**src/rtl/design_params_pkg.sv**
```systemverilog
// Shared parameters, register map and state type for the timer bus master.
// Imported by the timer_bus_master RTL and its bench.
package design_params_pkg;

  localparam int P_ADDR_WIDTH = 8;
  localparam int P_DATA_WIDTH = 16;

  localparam logic [P_ADDR_WIDTH-1:0] P_ADDR_CONTROL = 8'h00;
  localparam logic [P_ADDR_WIDTH-1:0] P_ADDR_LOAD    = 8'h04;
  localparam logic [P_ADDR_WIDTH-1:0] P_ADDR_STATUS  = 8'h08;

  localparam int P_BIT_START   = 0;
  localparam int P_BIT_IRQ_EN  = 1;
  localparam int P_BIT_EXPIRED = 0;

  localparam int P_GNT_TIMEOUT_DFLT = 16;

  typedef enum logic [1:0] {
    BM_IDLE = 2'd0,
    BM_REQ  = 2'd1,
    BM_RESP = 2'd2
  } bm_state_e;

endpackage

```
**src/rtl/timer_bus_master.sv**
```systemverilog
// Single-outstanding bus master for the timer peripheral with
// grant timeout, abort reporting and a saturating error counter.
module timer_bus_master
  import design_params_pkg::*;
#(
  parameter int P_GNT_TIMEOUT = P_GNT_TIMEOUT_DFLT,
  parameter int P_ERR_CNT_W   = 8
) (
  input  logic                    clk,
  input  logic                    reset,
  input  logic                    cmd_valid,
  output logic                    cmd_ready,
  input  logic                    cmd_write,
  input  logic [P_ADDR_WIDTH-1:0] cmd_addr,
  input  logic [P_DATA_WIDTH-1:0] cmd_wdata,
  output logic                    req,
  input  logic                    gnt,
  output logic [P_ADDR_WIDTH-1:0] addr,
  output logic [P_DATA_WIDTH-1:0] wdata,
  output logic                    write_en,
  input  logic [P_DATA_WIDTH-1:0] rdata,
  output logic                    rsp_valid,
  input  logic                    rsp_ready,
  output logic [P_DATA_WIDTH-1:0] rsp_rdata,
  output logic                    rsp_err,
  output logic                    busy,
  output logic [P_ERR_CNT_W-1:0]  err_cnt
);

  localparam int TW =
    (P_GNT_TIMEOUT > 1) ? $clog2(P_GNT_TIMEOUT) : 1;
  localparam logic [TW-1:0] T_LAST = TW'(P_GNT_TIMEOUT - 1);

  bm_state_e     state;
  bm_state_e     state_n;
  logic [TW-1:0] tcnt;
  logic          accept;
  logic          done_ok;
  logic          done_to;

  always_ff @(posedge clk) begin
    if (reset) begin
      state <= BM_IDLE;
    end else begin
      state <= state_n;
    end
  end

  // gnt wins over a timeout that would fire in the same cycle
  always_comb begin
    state_n = state;
    accept  = 1'b0;
    done_ok = 1'b0;
    done_to = 1'b0;
    unique case (state)
      BM_IDLE: begin
        if (cmd_valid) begin
          state_n = BM_REQ;
          accept  = 1'b1;
        end
      end
      BM_REQ: begin
        if (gnt) begin
          state_n = BM_RESP;
          done_ok = 1'b1;
        end else if (tcnt == T_LAST) begin
          state_n = BM_RESP;
          done_to = 1'b1;
        end
      end
      BM_RESP: begin
        if (rsp_ready) begin
          state_n = BM_IDLE;
        end
      end
      default: begin
        state_n = BM_IDLE;
      end
    endcase
  end

  assign cmd_ready = (state == BM_IDLE);
  assign busy      = (state != BM_IDLE);
  assign rsp_valid = (state == BM_RESP);

  always_ff @(posedge clk) begin
    if (reset) begin
      req      <= 1'b0;
      addr     <= '0;
      wdata    <= '0;
      write_en <= 1'b0;
      tcnt     <= '0;
    end else begin
      req <= (state_n == BM_REQ);
      if (accept) begin
        addr     <= cmd_addr;
        wdata    <= cmd_wdata;
        write_en <= cmd_write;
        tcnt     <= '0;
      end else if (state == BM_REQ && !gnt && !done_to) begin
        tcnt <= tcnt + 1'b1;
      end
    end
  end

  always_ff @(posedge clk) begin
    if (reset) begin
      rsp_rdata <= '0;
      rsp_err   <= 1'b0;
      err_cnt   <= '0;
    end else begin
      if (done_ok) begin
        rsp_rdata <= write_en ? '0 : rdata;
        rsp_err   <= 1'b0;
      end
      if (done_to) begin
        rsp_rdata <= '0;
        rsp_err   <= 1'b1;
        if (err_cnt != '1) begin
          err_cnt <= err_cnt + 1'b1;
        end
      end
    end
  end

endmodule
```
**config.mk**
```make
export PLATFORM = sky130hd
export DESIGN_NAME = timer_bus_master
export DESIGN_NICKNAME = d
export VERILOG_FILES = /design/src/rtl/design_params_pkg.sv /design/src/rtl/timer_bus_master.sv
export SDC_FILE = /design/constraint.sdc
export NUM_CORES = 1
export LEC_CHECK = 0
export ABC_AREA = 1
export BUFFER_PORTS_ARGS = -buffer_cell sky130_fd_sc_hd__buf_2
export CAP_MARGIN = 5
export CORE_MARGIN = 2
export CORE_UTILIZATION = 30
export DETAILED_ROUTE_END_ITERATION = 7
export MAX_ROUTING_LAYER = met4
export PLACE_DENSITY = 0.61
export SLEW_MARGIN = 10
export SYNTH_ARGS = -nofsm -noshare
export SYNTH_HDL_FRONTEND = slang
export SYNTH_SLANG_ARGS = --single-unit
```
**constraint.sdc**
```tcl
create_clock -name clk -period 1.5 [get_ports clk]
set_input_delay 0.075 -clock clk [delete_from_list [all_inputs] [get_ports clk]]
set_output_delay 0.075 -clock clk [all_outputs]
set_load 0.005 [all_outputs]
```
* Word level (Yosys, flattened, before mapping)
Cells that the tools add are included.
Word-level totals: flip-flop bits (word level) 57
Operators by class: equality and inequality tests 5, $add $sub $neg 2, mux-type cells 15, reductions and logical operators 10
Operator list (count):
- 2-to-1 mux 16 bit | 1
- 2-to-1 mux 1 bit | 9
- adder 8 x 1 -> 8 bit, second input constant | 1
- 2-to-1 mux 2 bit | 4
- inequality test 8 bit, second input constant | 1
- one-hot mux 2 bit (3 select lines) | 1
- adder 4 x 1 -> 4 bit, second input constant | 1
- equality test 2 x 1 -> 1 bit, second input constant | 2
- equality test 4 bit, second input constant | 1
- nonzero test 2 bit | 2
- OR reduction 2 bit | 2
- equality test 2 bit, second input constant | 1
- logical AND 1 bit | 2
- zero test 1 bit | 2
- zero test 2 bit | 1
- AND reduction 2 bit | 1

* Longest topological paths before layout
word-level depth 6, gate-level depth with buffers 8

* Least setup slack after synthesis
OpenSTA, ideal clock, no wires.
path kind reg-to-reg, start point register err_cnt[0], end point register err_cnt[7], stages on the path, launching flop included 9, slack 0.218 ns, data arrival time 1.170 ns, setup time 0.113 ns, clock period less this slack 1.282 ns, path through dfxtp_1 > ha_1 > nand2_1 > nor2_4 > nand2_4 > nand2_2 > nor2_1 > nor2_1 > nor2_1
Between the ends: cells in the longest elaborated chain, start to end 2, elaborated cells on any way between the ends 3, those cells by class add/sub: 1; eq/ne: 1; reduce/logical: 1
Ends and longest elaborated chain:
- start: declaration | RTL line timer_bus_master.sv:27 | output logic [P_ERR_CNT_W-1:0] err_cnt
- start signal: assignment | RTL line timer_bus_master.sv:120 | err_cnt <= err_cnt + 1'b1;
- parallel branches: the longest is 2 deep, another holds adder 8 x 1 -> 8 bit
Several ways; the timed one is not identified. A chain may end at the register's enable or synchronous reset.

* Worst setup path in the final report
start point register tcnt[0], end point register err_cnt[3]
Between the ends: cells in the longest elaborated chain, start to end 5
Ends and longest elaborated chain:
- start: declaration | RTL line timer_bus_master.sv:36 | logic [TW-1:0] tcnt;
- start signal: assignment | RTL line timer_bus_master.sv:101 | tcnt <= tcnt + 1'b1;
- equality test 4 bit | RTL line timer_bus_master.sv:66 | end else if (tcnt == T_LAST) begin
- 2-to-1 mux 1 bit | RTL line timer_bus_master.sv:66
- 2-to-1 mux 1 bit | RTL line timer_bus_master.sv:63 | if (gnt) begin
- 2-to-1 mux 1 bit | RTL line timer_bus_master.sv:55 | unique case (state)
- AND reduction 2 bit (no source line)
No other way between the ends.

==> load_flow_metrics.sql <==
INSERT INTO impl_metrics (metric_group, metric, value, unit) VALUES
('clock_tree', 'htree_num_levels', '3', ''),
('place', 'place_ws', '0.000306', 'ns'),
('pwr', 'p_switching', '860', 'uW'),
('synth', 'postSynth.topFlopCell', 'dfxtp_1', ''),
('floorplan', 'floorplan.initialDensity', '30.6', '%'),
('synth', 'synthesis.yosys.warnings', '0', ''),
('global_route', 'antenna_violations_before_repair', '0', ''),
('clock_tree', 'numCtsBuffers', '9', ''),
('global_route', 'grtUsageTotal', '14.6', '%'),
('synth', 'synth.mux.area_fraction', '0', '%'),
('min_path', 'type_of_the_worst_min_delay_path', 'input port to flop', ''),
('clock_tree', 'cts_buffer_depth', '2', ''),
('critical_path', 'critical_path.max_fanout', '8', ''),
('clock_tree', 'clock_latency_at_the_later_pin_of_the_worst_skew_pair', '0.32', 'ns'),
('layout', 'area.growth.synth_to_final', '45.4', '%'),
('synth', 'synth-async-reset-ratio', '0', '%'),
('place', 'hpwl', '3.89', 'mm'),
('critical_path', 'endpoint_kind', 'flop', ''),
('floorplan', 'die_width', '92.3', 'um'),
('synth', 'sequential_area_share_after_synthesis', '48.8', '%'),
('sta', 'maxSlewHeadroom', '67.9', '%'),
('sta', 'final_period_minus_worst_setup_slack', '1.37', 'ns'),
('global_route', 'global_route_wire_length_before_repair', '9.77', 'mm'),
('sta', 'setup_viol', '0', ''),
('sta', 'slew_viol_final', '0', ''),
('synth', 'synth_top_family_by_area', 'simple AND/OR/NAND/NOR gates', ''),
('place', 'placed_cell_area', '2970', 'um2'),
('pwr', 'seqPwrFrac', '47.7', '%'),
('pwr', 'power-per-cell-area', '1030', 'nW/um2'),
('sta', 'finalSetupTns', '0', 'ns'),
('clock_tree', 'clock_tree.root_cell', 'clkbuf_8', ''),
('clock_tree', 'clock-sinks', '57', ''),
('detailed_routing', 'via_count', '2381', ''),
('critical_path', 'worst_path_dominant_cell_family', 'simple AND/OR/NAND/NOR gates', ''),
('pwr', 'combPwrFrac', '13.5', '%'),
('global_route', 'first_global_vias', '2257', ''),
('detailed_routing', 'post-route-drc-count', '0', ''),
('synth', 'synthCells', '317', ''),
('pwr', 'max-vdd-ir-drop', '0.000443', 'V'),
('layout', 'drive_above_1_share', '31.1', '%'),
('synth', 'synth_compound_gate_area_share', '15.6', '%'),
('floorplan', 'fp-row-count', '32', ''),
('detailed_routing', 'ant_nets', '0', ''),
('critical_path', 'crit_path_max_incr_delay', '0.38', 'ns'),
('run', 'max_cap_viol_count', '0', ''),
('detailed_routing', 'detail_route.iter0.violations', '66', ''),
('critical_path', 'crit_type', 'flop to flop', ''),
('layout', 'post-route-cell-area', '3400', 'um2'),
('sta', 'setup_repair_after_global_routing_missed_its_margin', 'false', ''),
('sta', 'setup_slack', '0.135', 'ns'),
('critical_path', 'critical_path_buf_inv_count', '1', ''),
('pwr', 'cell_internal_pwr', '2640', 'uW'),
('place', 'place_congestion', '0.841', ''),
('outcome', 'outcome', 'completed', ''),
('sta', 'final-hold-violation-count', '0', ''),
('place', 'buffer_ports.inserted', '99', ''),
('floorplan', 'core_area', '7650', 'um2'),
('floorplan', 'overall_die_area', '8520', 'um2'),
('synth', 'post_synthesis_xor_xnor_area_fraction', '0.374', '%'),
('floorplan', 'die_height', '92.3', 'um'),
('detailed_routing', 'vias_per_cell', '4.34', ''),
('critical_path', 'crit_required', '1.75', 'ns'),
('global_route', 'pin_count_of_the_biggest_net_entering_global_routing', '35', ''),
('critical_path', 'cpMaxStageDelayCell', 'dfxtp_1', ''),
('floorplan', 'ios', '100', ''),
('global_route', 'gr-total-overflow', '0', ''),
('synth', 'post_synth_and_or_nand_nor_area_fraction', '24.4', '%'),
('critical_path', 'cp-start-kind', 'flop', ''),
('synth', 'syn_avg_cell_area', '7.38', 'um2'),
('synth', 'syn_nets', '365', ''),
('layout', 'layout.nets', '492', '');
[routing by layer]
layer	wire length, um	global-route usage, %	vias up	part of all wire [%]
met4	85	7.09	0	1.5
li1	-	-	1258	-
met3	331	3.50	8	5.7
met5	0	-	-	0
met2	2860	24.5	66	49
met1	2580	16.4	1049	44
[power by group through the flow]
stage	clock network (uW)	logic (uW)	registers [uW]
after detailed placement	0	426	1700
after CTS	1430	473	1670
after floorplan	0	220	1700
after global routing	1480	537	1680
final	1360	471	1670
after global placement	0	422	1700
[worst paths after layout]
check                startpoint         end  cells after the start
setup / recovery        tcnt[0]  err_cnt[3]                      6
hold / removal    cmd_wdata[15]   wdata[15]                      3
setup reg to reg        tcnt[0]  err_cnt[3]                      6
hold reg to reg         tcnt[1]     tcnt[1]                      2
[flip-flops by register name (all words and copies together), names as in the netlist]
name,cells
wdata,16
rsp_rdata,16
state,2
tcnt,4
addr,8
rsp_err,1
err_cnt,8
write_en,1
req,1
[area by class of cell]
cell class                      instances  area (um2)
Clock inverter                          4        45.0
Inverter                               36         135
Fill cell                             811        4250
Multi-Input combinational cell        209         986
Timing Repair Buffer                  131         828
Clock buffer                           10         138
Tap cell                              102         128
Sequential cell                        57        1140
[metrics by stage]
| stage | total power [uW] | hold slack [ns] | std cells |
|---|---|---|---|
| finish | 3500 | 0.0158 | 549 |
| floorplan | 1920 | 0.220 | 317 |
| CTS | 3570 | 0.000382 | 547 |
| global placement | 2120 | 0.308 | 511 |
| global route | 3700 | 0.00816 | 549 |
| detailed placement | 2130 | 0.317 | 511 |
[Yosys cell counts (3+ instances only)]
cell       n  share of area [%]
o21ai_1   18                3.9
buf_2      6                1.3
nand4_1    3               0.80
nor3_1     3               0.64
buf_4      4                1.3
nand2_1   26                4.2
dfxtp_1   57                 49
clkbuf_1   3               0.48
inv_1     32                5.1
nor2_1    81                 13
nand3_1   10                2.1
nand2_2    3               0.80
a21oi_1   10                2.1
o21ai_0   45                9.6
inv_2      4               0.64
[logic make-up after synthesis]
| family | count (synthesis) |
|---|---|
| adder cells (fa/ha/maj) | 2 |
| XOR/XNOR | 1 |
| AO/OA/AOI/OAI | 73 |
| AND/OR/NAND/NOR | 133 |
| buffers and inverters | 51 |
| flip-flops | 57 |
[cell usage in the layout (no fill, tap or decap)]
master | netlist | routed
ha_2 | 0 | 1
buf_12 | 0 | 3
buf_2 | 6 | 99
ha_1 | 2 | 1
nand3_2 | 2 | 2
dfxtp_2 | 0 | 1
inv_2 | 4 | 4
nor2_1 | 81 | 81
nand3_1 | 10 | 10
buf_4 | 4 | 7
nand4_1 | 3 | 3
nand2_4 | 1 | 1
dfxtp_1 | 57 | 56
nand2_8 | 0 | 1
nand2_2 | 3 | 2
a21oi_1 | 10 | 10
bufinv_16 | 0 | 1
inv_1 | 32 | 32
nor2_4 | 2 | 2
nor2_2 | 2 | 2
clkinv_2 | 0 | 3
clkbuf_8 | 0 | 10
dlygate4sd3_1 | 0 | 22
nand2_1 | 26 | 26
xor2_1 | 1 | 1
o21ai_0 | 45 | 45
nor3_1 | 3 | 3
o21ai_1 | 18 | 18
[worst min-delay path, delay by kind of cell]
kind | cells | cell delay [ns]
buf+inv | 1 | 0.08
simple gates | 1 | 0.08
compound gates | 1 | 0.08
[timing repair]
action,CTS,global route
setup buffers,0,2
hold buffers,22,0
pin swaps,0,1
gates resized for setup,1,3
setup endpoints to repair,2,24
hold endpoints to repair,22,0
(Power assumes the default switching activity.)
